[src/rtl/uart_pkg.sv]
// Shared types and constants for the buffered UART transmitter.
// Holds the FSM state encoding, the parity selection and the default bit period.
package uart_pkg;

   localparam int DEFAULT_DIVISOR = 868;

   typedef enum logic [2:0] {
      ST_IDLE   = 3'd0,
      ST_START  = 3'd1,
      ST_DATA   = 3'd2,
      ST_PARITY = 3'd3,
      ST_STOP   = 3'd4
   } uart_state_e;

   typedef enum logic [1:0] {
      PAR_NONE = 2'd0,
      PAR_ODD  = 2'd1,
      PAR_EVEN = 2'd2
   } parity_e;

endpackage

[src/rtl/uart_tx_fifo_if.sv]
// CPU-side write port and FIFO status of the buffered UART transmitter.
// The CPU is the master; the transmitter is the slave.
interface uart_tx_fifo_if #(
   parameter int DATA_BITS  = 8,
   parameter int FIFO_DEPTH = 16
);

   logic                          uartWe;
   logic [DATA_BITS-1:0]          uartData;
   logic                          ovfClear;
   logic                          full;
   logic                          empty;
   logic [$clog2(FIFO_DEPTH):0]   count;
   logic                          overflow;

   modport master (
      output uartWe, uartData, ovfClear,
      input  full, empty, count, overflow
   );

   modport slave (
      input  uartWe, uartData, ovfClear,
      output full, empty, count, overflow
   );

endinterface

[src/rtl/uart_tx_fifo_sync_fifo.sv]
// Single-clock FIFO with a combinational head read; full/empty come from the count.
// Storage is left unreset, only pointers and occupancy are cleared.
module sync_fifo #(
   parameter int WIDTH = 8,
   parameter int DEPTH = 16
) (
   input  logic                     clk,
   input  logic                     rst_n,
   input  logic                     push,
   input  logic [WIDTH-1:0]         push_data,
   input  logic                     pop,
   output logic [WIDTH-1:0]         pop_data,
   output logic                     full,
   output logic                     empty,
   output logic [$clog2(DEPTH):0]   count
);

   localparam int PTR_W = $clog2(DEPTH);
   localparam int CNT_W = $clog2(DEPTH) + 1;

   logic [WIDTH-1:0] mem [DEPTH];
   logic [PTR_W-1:0] wr_ptr;
   logic [PTR_W-1:0] rd_ptr;
   logic             do_push;
   logic             do_pop;

   assign do_push  = push && !full;
   assign do_pop   = pop && !empty;
   assign full     = (count == CNT_W'(DEPTH));
   assign empty    = (count == '0);
   assign pop_data = mem[rd_ptr];

   always_ff @(posedge clk) begin
      if (do_push) begin
         mem[wr_ptr] <= push_data;
      end
   end

   // Power-of-two depth lets the pointers wrap by plain overflow.
   always_ff @(posedge clk or negedge rst_n) begin
      if (!rst_n) begin
         wr_ptr <= '0;
         rd_ptr <= '0;
         count  <= '0;
      end else begin
         if (do_push) begin
            wr_ptr <= wr_ptr + PTR_W'(1);
         end
         if (do_pop) begin
            rd_ptr <= rd_ptr + PTR_W'(1);
         end
         case ({do_push, do_pop})
            2'b10:   count <= count + CNT_W'(1);
            2'b01:   count <= count - CNT_W'(1);
            default: count <= count;
         endcase
      end
   end

endmodule

[src/rtl/uart_tx_fifo.sv]
// Buffered UART transmitter: write FIFO feeding a start/data/parity/stop serialiser.
// The head is popped in IDLE and the start bit appears on the same edge.
module uart_tx_fifo
   import uart_pkg::*;
#(
   parameter int DIVISOR    = DEFAULT_DIVISOR,
   parameter int FIFO_DEPTH = 16,
   parameter int DATA_BITS  = 8,
   parameter int STOP_BITS  = 1,
   parameter int PARITY     = 0
) (
   input  logic           sysclk,
   input  logic           cpu_resetn,
   uart_tx_fifo_if.slave  bus,
   output logic           busy,
   output logic           uart_tx
);

   localparam int                BAUD_W    = $clog2(DIVISOR);
   localparam int                CNT_W     = $clog2(FIFO_DEPTH) + 1;
   localparam logic [BAUD_W-1:0] BAUD_LAST = BAUD_W'(DIVISOR - 1);
   localparam logic [2:0]        DATA_LAST = 3'(DATA_BITS - 1);
   localparam logic [2:0]        STOP_LAST = 3'(STOP_BITS - 1);
   localparam parity_e           PAR_MODE  = parity_e'(PARITY);

   function automatic logic parity_bit(input logic [DATA_BITS-1:0] d);
      return (PAR_MODE == PAR_ODD) ? ~(^d) : (^d);
   endfunction

   uart_state_e          state;
   logic [BAUD_W-1:0]    baud_cnt;
   logic [2:0]           bit_idx;
   logic [DATA_BITS-1:0] shift_reg;
   logic                 par_reg;
   logic [DATA_BITS-1:0] head;
   logic                 fifo_full;
   logic                 fifo_empty;
   logic [CNT_W-1:0]     fifo_count;
   logic                 pop;
   logic                 baud_end;
   logic                 ovf_q;

   assign pop          = (state == ST_IDLE) && !fifo_empty;
   assign baud_end     = (baud_cnt == BAUD_LAST);
   assign busy         = (state != ST_IDLE);
   assign bus.full     = fifo_full;
   assign bus.empty    = fifo_empty;
   assign bus.count    = fifo_count;
   assign bus.overflow = ovf_q;

   sync_fifo #(
      .WIDTH (DATA_BITS),
      .DEPTH (FIFO_DEPTH)
   ) u_fifo (
      .clk       (sysclk),
      .rst_n     (cpu_resetn),
      .push      (bus.uartWe),
      .push_data (bus.uartData),
      .pop       (pop),
      .pop_data  (head),
      .full      (fifo_full),
      .empty     (fifo_empty),
      .count     (fifo_count)
   );

   // A dropped write is judged on pre-edge full and beats a concurrent clear.
   always_ff @(posedge sysclk or negedge cpu_resetn) begin
      if (!cpu_resetn) begin
         ovf_q <= 1'b0;
      end else if (bus.uartWe && fifo_full) begin
         ovf_q <= 1'b1;
      end else if (bus.ovfClear) begin
         ovf_q <= 1'b0;
      end
   end

   always_ff @(posedge sysclk) begin
      if (pop) begin
         shift_reg <= head;
         par_reg   <= parity_bit(head);
      end else if ((state == ST_DATA) && baud_end) begin
         shift_reg <= shift_reg >> 1;
      end
   end

   // Each transition loads uart_tx with the level of the bit being entered.
   always_ff @(posedge sysclk or negedge cpu_resetn) begin
      if (!cpu_resetn) begin
         state    <= ST_IDLE;
         baud_cnt <= '0;
         bit_idx  <= '0;
         uart_tx  <= 1'b1;
      end else begin
         case (state)
            ST_IDLE: begin
               baud_cnt <= '0;
               bit_idx  <= '0;
               uart_tx  <= 1'b1;
               if (!fifo_empty) begin
                  state   <= ST_START;
                  uart_tx <= 1'b0;
               end
            end
            ST_START: begin
               if (baud_end) begin
                  baud_cnt <= '0;
                  bit_idx  <= '0;
                  state    <= ST_DATA;
                  uart_tx  <= shift_reg[0];
               end else begin
                  baud_cnt <= baud_cnt + BAUD_W'(1);
               end
            end
            ST_DATA: begin
               if (baud_end) begin
                  baud_cnt <= '0;
                  if (bit_idx == DATA_LAST) begin
                     bit_idx <= '0;
                     if (PAR_MODE != PAR_NONE) begin
                        state   <= ST_PARITY;
                        uart_tx <= par_reg;
                     end else begin
                        state   <= ST_STOP;
                        uart_tx <= 1'b1;
                     end
                  end else begin
                     bit_idx <= bit_idx + 3'd1;
                     uart_tx <= shift_reg[1];
                  end
               end else begin
                  baud_cnt <= baud_cnt + BAUD_W'(1);
               end
            end
            ST_PARITY: begin
               if (baud_end) begin
                  baud_cnt <= '0;
                  bit_idx  <= '0;
                  state    <= ST_STOP;
                  uart_tx  <= 1'b1;
               end else begin
                  baud_cnt <= baud_cnt + BAUD_W'(1);
               end
            end
            ST_STOP: begin
               uart_tx <= 1'b1;
               if (baud_end) begin
                  baud_cnt <= '0;
                  if (bit_idx == STOP_LAST) begin
                     bit_idx <= '0;
                     state   <= ST_IDLE;
                  end else begin
                     bit_idx <= bit_idx + 3'd1;
                  end
               end else begin
                  baud_cnt <= baud_cnt + BAUD_W'(1);
               end
            end
            default: begin
               state    <= ST_IDLE;
               baud_cnt <= '0;
               bit_idx  <= '0;
               uart_tx  <= 1'b1;
            end
         endcase
      end
   end

endmodule

[src/flat_wrapper.sv]
// flat-port wrapper written by rule: the top's interface ports become plain ports
module uart_tx_fifo_flat import uart_pkg::*;
#(
   parameter int DIVISOR    = DEFAULT_DIVISOR,
   parameter int FIFO_DEPTH = 16,
   parameter int DATA_BITS  = 8,
   parameter int STOP_BITS  = 1,
   parameter int PARITY     = 0
)
  (sysclk, cpu_resetn, busy, uart_tx, bus_uartWe, bus_uartData, bus_ovfClear, bus_full, bus_empty, bus_count, bus_overflow);
  uart_tx_fifo_if #(.DATA_BITS(DATA_BITS), .FIFO_DEPTH(FIFO_DEPTH)) bus_i ();
  input  logic sysclk;
  input  logic cpu_resetn;
  output logic busy;
  output logic uart_tx;
  input wire logic [$bits(bus_i.uartWe)-1:0] bus_uartWe;
  input wire logic [$bits(bus_i.uartData)-1:0] bus_uartData;
  input wire logic [$bits(bus_i.ovfClear)-1:0] bus_ovfClear;
  output wire logic [$bits(bus_i.full)-1:0] bus_full;
  output wire logic [$bits(bus_i.empty)-1:0] bus_empty;
  output wire logic [$bits(bus_i.count)-1:0] bus_count;
  output wire logic [$bits(bus_i.overflow)-1:0] bus_overflow;
  assign bus_i.uartWe = bus_uartWe;
  assign bus_i.uartData = bus_uartData;
  assign bus_i.ovfClear = bus_ovfClear;
  assign bus_full = bus_i.full;
  assign bus_empty = bus_i.empty;
  assign bus_count = bus_i.count;
  assign bus_overflow = bus_i.overflow;
  uart_tx_fifo #(.DIVISOR(DIVISOR), .FIFO_DEPTH(FIFO_DEPTH), .DATA_BITS(DATA_BITS), .STOP_BITS(STOP_BITS), .PARITY(PARITY)) u_core (.sysclk(sysclk), .cpu_resetn(cpu_resetn), .bus(bus_i), .busy(busy), .uart_tx(uart_tx));
endmodule
[config.mk]
export PLATFORM = sky130hd
export DESIGN_NAME = uart_tx_fifo_flat
export DESIGN_NICKNAME = d
export VERILOG_FILES = /design/src/rtl/uart_pkg.sv /design/src/rtl/uart_tx_fifo_if.sv /design/src/rtl/uart_tx_fifo_sync_fifo.sv /design/src/rtl/uart_tx_fifo.sv /design/src/flat_wrapper.sv
export SDC_FILE = /design/constraint.sdc
export NUM_CORES = 1
export LEC_CHECK = 0
export BUFFER_PORTS_ARGS = -buffer_cell sky130_fd_sc_hd__buf_2
export CAP_MARGIN = 5
export CORE_MARGIN = 2
export CORE_UTILIZATION = 62
export DETAILED_ROUTE_END_ITERATION = 16
export PLACE_DENSITY = 0.8
export SKIP_LAST_GASP = 1
export SLEW_MARGIN = 5
export SYNTH_ARGS = -nofsm -noshare
export SYNTH_HDL_FRONTEND = slang
export SYNTH_SLANG_ARGS = --single-unit
[constraint.sdc]
create_clock -name sysclk -period 3.4 [get_ports sysclk]
set_input_delay 0.68 -clock sysclk [delete_from_list [all_inputs] [get_ports sysclk]]
set_output_delay 0.68 -clock sysclk [all_outputs]
set_load 0.005 [all_outputs]
Yosys cells after proc, flatten, opt, wreduce, memory -nomap -nowiden
Memories as Yosys holds them, arrays and structs flattened.
Index checks and enable logic that the tools add are counted.
{ "totals": {"ram_bits": 128, "memories": 1, "wordCells": 81, "reg_bits": 39, "input_bits": 12, "output_inout_bits": 10} }
{ "memory_table": {"columns": ["memory", "words", "word_bits", "rd", "rd_ports_with_merged_regs", "wr", "line", "rtl"], "rows": [
  ["u_core.u_fifo.mem", 16, 8, 1, 0, 1, "uart_tx_fifo_sync_fifo.sv:21", "logic [WIDTH-1:0] mem [DEPTH];"]
]} }
{ "op_classes": {"mux": 29, "add_sub_neg": 6, "reduce_logical": 19, "eq_ne": 17} }
{ "ops": {"columns": ["cell", "n"], "rows": [
  ["$mux 3", 12],
  ["$mux 10", 2],
  ["$mux 8", 2],
  ["$pmux 3 s5", 1],
  ["$ne 2x1->1 const B", 6],
  ["$add 10x1->10 const B", 1],
  ["$eq 10x10->1 const B", 1],
  ["$pmux 5 s2", 1],
  ["$mux 1", 9],
  ["$pmux 3 s3", 1],
  ["$add 4x1->4 const B", 2],
  ["$reduce_and 7->1", 1],
  ["$eq 3x2->1 const B", 2],
  ["$eq 3x3->1 const B", 2],
  ["$logic_not 3->1", 2],
  ["$reduce_and 3->1", 2],
  ["$reduce_bool 2->1", 3],
  ["$add 5x1->5 const B", 1],
  ["$eq 5x5->1 const B", 1],
  ["$logic_and 1x1->1", 5],
  ["$logic_not 5->1", 1],
  ["$sub 5x1->5 const B", 1],
  ["$ne 2x2->1 const B", 2],
  ["$pmux 1 s4", 1],
  ["other kinds (8)", 9]
]} }

Longest topological paths before layout
{ "logic_depth": {"ltp_word": 6, "ltp_mapped": 13, "ltp_nobuf": 10} }

By module
A second synthesis with hierarchy kept.
{ "unflattened": {"cells_unflattened": 454, "hier_area_um2": 7153.1} }
{ "by_module_without_submodules": {"columns": ["module", "seq_area_each_um2", "area_per_inst_um2", "n_inst", "cells_each"], "rows": [
  ["sync_fifo", 4169.0, 5779.3, 1, 332],
  ["uart_tx_fifo", 691.9, 1373.8, 1, 122]
]} }

Least setup slack after synthesis
OpenSTA, ideal clock, no wires.
{ "synth_timing": {"path_type": "reg-to-reg", "from": "reg u_core.u_fifo.count[2]", "to": "reg u_core.u_fifo.count[4]", "setup_ns": 0.125, "arrival_time_ns": 2.763, "path_buffers": 2, "required_time_ns": 3.275, "synth_period_minus_slack_ns": 2.889, "stages_incl_launch_ff": 13, "path_slack_ns": 0.511, "cell_sequence": "dfrtp_1 clkbuf_1 nor4_2 a21boi_1 inv_1 ha_1 clkbuf_1 xor2_1 ha_1 a21o_1 a22oi_1 nor3_1 a2111oi_0"} }
{ "synth_via": {"elab_chain_cells": 6, "elab_cells_between_ends": 13, "cone_classes": "add/sub: 2; eq/ne: 3; mux: 1; reduce/logical: 7"} }
{ "synth_lines": {"columns": ["item", "line", "rtl"], "rows": [
  ["from (decl)", "uart_tx_fifo_sync_fifo.sv:15", "output logic [$clog2(DEPTH):0] count"],
  ["from (signal assigned)", "uart_tx_fifo_sync_fifo.sv:53", "2'b10: count <= count + CNT_W'(1);"],
  ["from (signal assigned)", "uart_tx_fifo_sync_fifo.sv:54", "2'b01: count <= count - CNT_W'(1);"],
  ["from (signal assigned)", "uart_tx_fifo_sync_fifo.sv:55", "default: count <= count;"],
  ["$logic_not 5->1", "uart_tx_fifo_sync_fifo.sv:30", "assign empty = (count == '0);"],
  ["$logic_not 1->1", "uart_tx_fifo_sync_fifo.sv:28, uart_tx_fifo.sv:43", null],
  ["$logic_and 1x1->1", "uart_tx_fifo.sv:43", "assign pop = (state == ST_IDLE) && !fifo_empty;"],
  ["$logic_and 1x1->1", "uart_tx_fifo_sync_fifo.sv:28", "assign do_pop = pop && !empty;"],
  ["$eq 2x1->1 or $eq 2x2->1 (tied branches)", "uart_tx_fifo_sync_fifo.sv:52", "case ({do_push, do_pop})"],
  ["$pmux 5 s2 or $reduce_bool 2->1 (tied branches)", null, null]
]} }
Parallel ways exist; a longest one is shown, timed or not.
A chain may end at the register's enable or synchronous reset.

Worst setup path in the final report
{ "layout_timing": {"from": "reg u_core.state[0]", "to": "reg u_core.u_fifo.count[4]"} }
{ "layout_via": {"elab_chain_cells": 5, "elab_cells_between_ends": 7, "cone_classes": "eq/ne: 2; mux: 1; reduce/logical: 4"} }
{ "layout_lines": {"columns": ["item", "line", "rtl"], "rows": [
  ["from (decl)", "uart_tx_fifo.sv:30", "uart_state_e state;"],
  ["from (signal assigned)", "uart_tx_fifo.sv:89", "state <= ST_IDLE;"],
  ["from (signal assigned)", "uart_tx_fifo.sv:100", "state <= ST_START;"],
  ["from (signal assigned)", "uart_tx_fifo.sv:108", "state <= ST_DATA;"],
  ["$logic_not 3->1 (*)", "uart_tx_fifo.sv:43", null],
  ["$logic_and 1x1->1 (*)", "uart_tx_fifo.sv:43", null],
  ["named net u_core.pop", "uart_tx_fifo.sv:39", "logic pop;"],
  ["$logic_and 1x1->1 (*)", "uart_tx_fifo_sync_fifo.sv:28", null],
  ["$eq 2x1->1 or $eq 2x2->1 (tied branches)", "uart_tx_fifo_sync_fifo.sv:52", null],
  ["$pmux 5 s2 or $reduce_bool 2->1 (tied branches)", null, null]
]} }
The timed path passes the listed nets; every way through them passes the cells marked *.

==> metrics.txt <==
# TYPE chip_impl_metric gauge
chip_impl_info{name="result_of_the_run",value="finished, final reports clean"} 1
chip_impl_metric{name="routedLengthMet1",unit="um"} 5229
chip_impl_metric{name="synth_area_per_cell",unit="um2"} 16.95
chip_impl_metric{name="tightestPinTransition",unit="ps"} 968.2
chip_impl_metric{name="placedInstanceArea",unit="um2"} 7303
chip_impl_metric{name="multi_input_area",unit="um2"} 2004
chip_impl_metric{name="met2_length",unit="um"} 7136
chip_impl_metric{name="die_h",unit="um"} 110.4
chip_impl_metric{name="route.met3.wl",unit="um"} 706
chip_impl_metric{name="post-route-drc-count",unit=""} 0
chip_impl_metric{name="irDropWorstVdd",unit="mV"} 0.4901
chip_impl_metric{name="wirelength",unit="um"} 13260
chip_impl_metric{name="firstDrtPassIters",unit=""} 5
chip_impl_metric{name="slew_violations",unit=""} 0
chip_impl_metric{name="route.vias.total",unit=""} 3717
chip_impl_metric{name="detail_route.vias_per_cell",unit=""} 6.185
chip_impl_metric{name="htree_num_levels",unit=""} 4
chip_impl_metric{name="whs",unit="ps"} 325.8
chip_impl_metric{name="cts_inserted_buffers",unit=""} 17
chip_impl_metric{name="synthesis.yosys.warnings",unit=""} 0
chip_impl_metric{name="cellLeakagePower",unit="nW"} 2.757
chip_impl_metric{name="final_net_count",unit=""} 472
chip_impl_info{name="critical_path.reg2reg.endpoint",value="u_core.u_fifo.count[4]"} 1
chip_impl_metric{name="dp_hpwl",unit="um"} 8501
chip_impl_info{name="timing.critical_path.cells",value="or3_4 -> a21o_2 -> inv_6 -> ha_2 -> xor2_1 -> ha_1 -> a21o_1 -> a22oi_1 -> o211a_1 -> a2111oi_1"} 1
chip_impl_metric{name="synth.distinct_cells",unit=""} 55
chip_impl_info{name="path_delay_family",value="compound AO/OA/AOI/OAI gates"} 1
chip_impl_metric{name="clkTransAtPathRegs",unit="ps"} 60
chip_impl_info{name="tritoncts",value="yes"} 1
chip_impl_metric{name="critical_path_arrival",unit="ps"} 3410
chip_impl_metric{name="drtIter0Drc",unit=""} 353
chip_impl_metric{name="final_period_minus_worst_setup_slack",unit="ps"} 3153
chip_impl_info{name="endpoint_kind",value="flip-flop"} 1
chip_impl_metric{name="syn_to_final_growth",unit="%"} 12.50
chip_impl_metric{name="ys_ff_latch",unit=""} 167
chip_impl_metric{name="portBuffers",unit=""} 21
chip_impl_metric{name="worst-r2r-setup-slack",unit="ps"} 250
chip_impl_metric{name="global_route.overflow_total",unit=""} 0
chip_impl_metric{name="final.fill_count",unit=""} 651
chip_impl_metric{name="final.setup_skew",unit="ps"} 5.393
chip_impl_metric{name="placementRows",unit=""} 38
chip_impl_metric{name="part_of_the_cycle_the_worst_path_needs",unit="%"} 92.74
chip_impl_metric{name="drive_above_1_share",unit="%"} 24.30
chip_impl_info{name="layout_common_cells",value="sky130_fd_sc_hd__edfxtp_1 (136), sky130_fd_sc_hd__mux4_2 (32), sky130_fd_sc_hd__dfrtp_1 (29)"} 1
chip_impl_info{name="criticalPathCategory",value="flip-flop to flip-flop"} 1
chip_impl_info{name="top_signal_layer_used",value="met4"} 1
chip_impl_metric{name="critical-path-max-stage-delay",unit="ps"} 520
chip_impl_metric{name="die_w",unit="um"} 110.4
chip_impl_metric{name="fmax",unit="MHz"} 317.1
chip_impl_metric{name="largest_reg_flops",unit=""} 128
chip_impl_metric{name="timing.critical_path.fanout_max",unit=""} 15
chip_impl_metric{name="setup_viol",unit=""} 0
chip_impl_info{name="crit_slowest_cell",value="sky130_fd_sc_hd__dfrtp_1"} 1
chip_impl_info{name="clockRootBuffer",value="sky130_fd_sc_hd__clkbuf_16"} 1
chip_impl_metric{name="cts-hold-fix-buffers",unit=""} 0
chip_impl_metric{name="netlist_instances",unit=""} 414
chip_impl_metric{name="antennaDiodeCount",unit=""} 0
chip_impl_metric{name="worst-endpoint-required",unit="ps"} 3660
chip_impl_metric{name="initial_utilization",unit="%"} 64.15
chip_impl_metric{name="relSlewSlack",unit="%"} 35.45
chip_impl_metric{name="gp_congestion",unit=""} 0.8461
chip_impl_metric{name="post_synth_instance_area",unit="um2"} 7015
chip_impl_info{name="critical_path.startpoint_type",value="flip-flop"} 1
chip_impl_metric{name="grt_usage",unit="%"} 24.35
chip_impl_metric{name="wire_per_inst",unit="um"} 22.06
chip_impl_metric{name="synth_seq_area_share",unit="%"} 69.29
chip_impl_metric{name="clock_sinks",unit=""} 167
chip_impl_metric{name="post-route-cell-area",unit="um2"} 7893
chip_impl_info{name="hold_class",value="input port to asynchronous set/reset pin"} 1
chip_impl_metric{name="final.setup.tns",unit="ps"} 0
chip_impl_metric{name="cts-root-to-sink-buffers",unit=""} 2
chip_impl_metric{name="placeableCoreArea",unit="um2"} 10940
chip_impl_metric{name="grt_max_degree",unit=""} 33
chip_impl_metric{name="clock_latency",unit="ps"} 410
chip_impl_metric{name="path_buf_inv",unit=""} 1
chip_impl_metric{name="fp.dieArea",unit="um2"} 12180
chip_impl_metric{name="postSynthNetCount",unit=""} 438
chip_impl_metric{name="ys_async_sr_fraction",unit="%"} 18.56
chip_impl_metric{name="antenna_found_initial",unit=""} 0
chip_impl_info{name="final_common_cell",value="sky130_fd_sc_hd__edfxtp_1"} 1
chip_impl_info{name="ys.flop_type",value="sky130_fd_sc_hd__edfxtp_1"} 1
chip_impl_metric{name="max_cap_viol_count",unit=""} 0
chip_impl_metric{name="hold_violations",unit=""} 0
chip_impl_metric{name="io_pins",unit=""} 22
chip_impl_metric{name="grt_first_pass_wirelength",unit="um"} 20770
chip_impl_metric{name="detail-route-antenna-nets",unit=""} 0
chip_impl_info{name="worst_flop_to_flop_path_startpoint",value="u_core.state[0]"} 1
chip_impl_info{name="setup_repair_after_global_routing_missed_its_margin",value="no"} 1
chip_impl_metric{name="first_global_vias",unit=""} 3829
chip_impl_metric{name="power_density_over_the_cells",unit="nW/um2"} 623.5
chip_impl_metric{name="worst_r2r_path_depth",unit=""} 10
chip_impl_metric{name="number_of_enable_flip_flop_cells_after_synthesis",unit=""} 136
chip_impl_metric{name="seq_area",unit="um2"} 4862
worst reg2reg max path, cell delays in order, from the launching register on:
cell and delay [ps]:
sky130_fd_sc_hd__dfrtp_1 520, sky130_fd_sc_hd__or3_4 420, sky130_fd_sc_hd__a21o_2 290, sky130_fd_sc_hd__inv_6 120, sky130_fd_sc_hd__ha_2 280, sky130_fd_sc_hd__xor2_1 180
sky130_fd_sc_hd__ha_1 260, sky130_fd_sc_hd__a21o_1 140, sky130_fd_sc_hd__a22oi_1 100, sky130_fd_sc_hd__o211a_1 240, sky130_fd_sc_hd__a2111oi_1 460
where the power goes:
| part | internal, W | switching [W] |
|---|---|---|
| clock | 0.00113 | 0.000725 |
| sequential | 0.00242 | 0.000143 |
| combinational | 0.000199 | 0.000302 |
Yosys cell counts, types with 2 or more instances:
master / number / area share, %
sky130_fd_sc_hd__edfxtp_1: 136 / 58
sky130_fd_sc_hd__mux4_2: 32 / 10
sky130_fd_sc_hd__dfrtp_1: 30 / 11
sky130_fd_sc_hd__nor2_1: 26 / 1.4
sky130_fd_sc_hd__nand2_1: 24 / 1.3
sky130_fd_sc_hd__mux2i_1: 15 / 2.1
sky130_fd_sc_hd__ha_1: 12 / 2.1
sky130_fd_sc_hd__inv_1: 11 / 0.59
sky130_fd_sc_hd__clkbuf_1: 10 / 0.54
sky130_fd_sc_hd__xor2_1: 10 / 1.2
sky130_fd_sc_hd__nand2b_1: 9 / 0.80
sky130_fd_sc_hd__nor3_1: 9 / 0.64
sky130_fd_sc_hd__xnor2_1: 9 / 1.1
sky130_fd_sc_hd__buf_2: 7 / 0.50
sky130_fd_sc_hd__o221ai_1: 7 / 0.87
sky130_fd_sc_hd__o21ai_0: 6 / 0.43
sky130_fd_sc_hd__a21o_1: 4 / 0.43
sky130_fd_sc_hd__a21oi_1: 4 / 0.29
sky130_fd_sc_hd__nand4_1: 4 / 0.36
sky130_fd_sc_hd__buf_6: 3 / 0.48
sky130_fd_sc_hd__nand3_1: 3 / 0.21
sky130_fd_sc_hd__o22ai_1: 3 / 0.27
sky130_fd_sc_hd__a22oi_1: 2 / 0.21
sky130_fd_sc_hd__and3_1: 2 / 0.18
sky130_fd_sc_hd__buf_1: 2 / 0.11
sky130_fd_sc_hd__nand4b_1: 2 / 0.25
sky130_fd_sc_hd__nor2b_1: 2 / 0.18
sky130_fd_sc_hd__nor4b_1: 2 / 0.25
sky130_fd_sc_hd__or3_4: 2 / 0.32
metal layers:
layer  GRT usage [%]  vias to the layer above
met1           30.94                     1892
met3           4.233                       15
li1                -                     1670
met4           8.839                        0
met5               0                        -
met2           42.51                      140
timing repair:
item                                   in CTS  in global routing
setup endpoints to repair                   0                  1
buffers inserted                            0                  0
resized for setup                           0                  4
endpoints found under the hold margin       0                  0
cell families after synthesis:
| kind of cell | share of synthesized area [%] |
|---|---|
| buffers and inverters | 2.336 |
| AND/OR/NAND/NOR | 6.920 |
| multiplexers | 12.73 |
| adder cells (fa/ha/maj) | 2.140 |
| flip-flops | 69.29 |
| XOR/XNOR | 2.372 |
| AO/OA/AOI/OAI | 4.209 |
per-stage QoR:
step	setup WS (ps)	utilization, %	std cells	power [W]
6_report	246.7	72.17	601	0.004921
5_1_grt	15.82	72.17	601	0.005103
4_1_cts	113.2	72.05	601	0.004928
3_5_place_dp	128.9	66.78	569	0.003077
3_3_place_gp	446.7	66.78	569	0.003036
2_1_floorplan	511.4	-	414	0.002869
worst max path at each step:
stage | from | to | slack [ps] | depth (start not counted)
3_3_place_gp | u_core.u_fifo.count[0] | u_core.u_fifo.count[4] | 450 | 10
4_1_cts | u_core.u_fifo.count[0] | u_core.u_fifo.count[4] | 110 | 10
2_1_floorplan | u_core.u_fifo.count[2] | u_core.u_fifo.count[4] | 510 | 12
6_report | u_core.state[0] | u_core.u_fifo.count[4] | 250 | 10
3_5_place_dp | u_core.u_fifo.count[0] | u_core.u_fifo.count[4] | 130 | 10
5_1_grt | u_core.state[0] | u_core.u_fifo.count[4] | 20 | 10
cell type report:
cell class / instances / share of cell area, %
inverters: 12 / 0.6341
clock buffers: 22 / 6.008
multi-input cells: 213 / 25.40
clock inverters: 10 / 1.284
repair buffers: 37 / 2.854
well taps: 140 / 2.219
flip-flops and latches: 167 / 61.60
No activity file was read; power rests on OpenSTA's default activity.
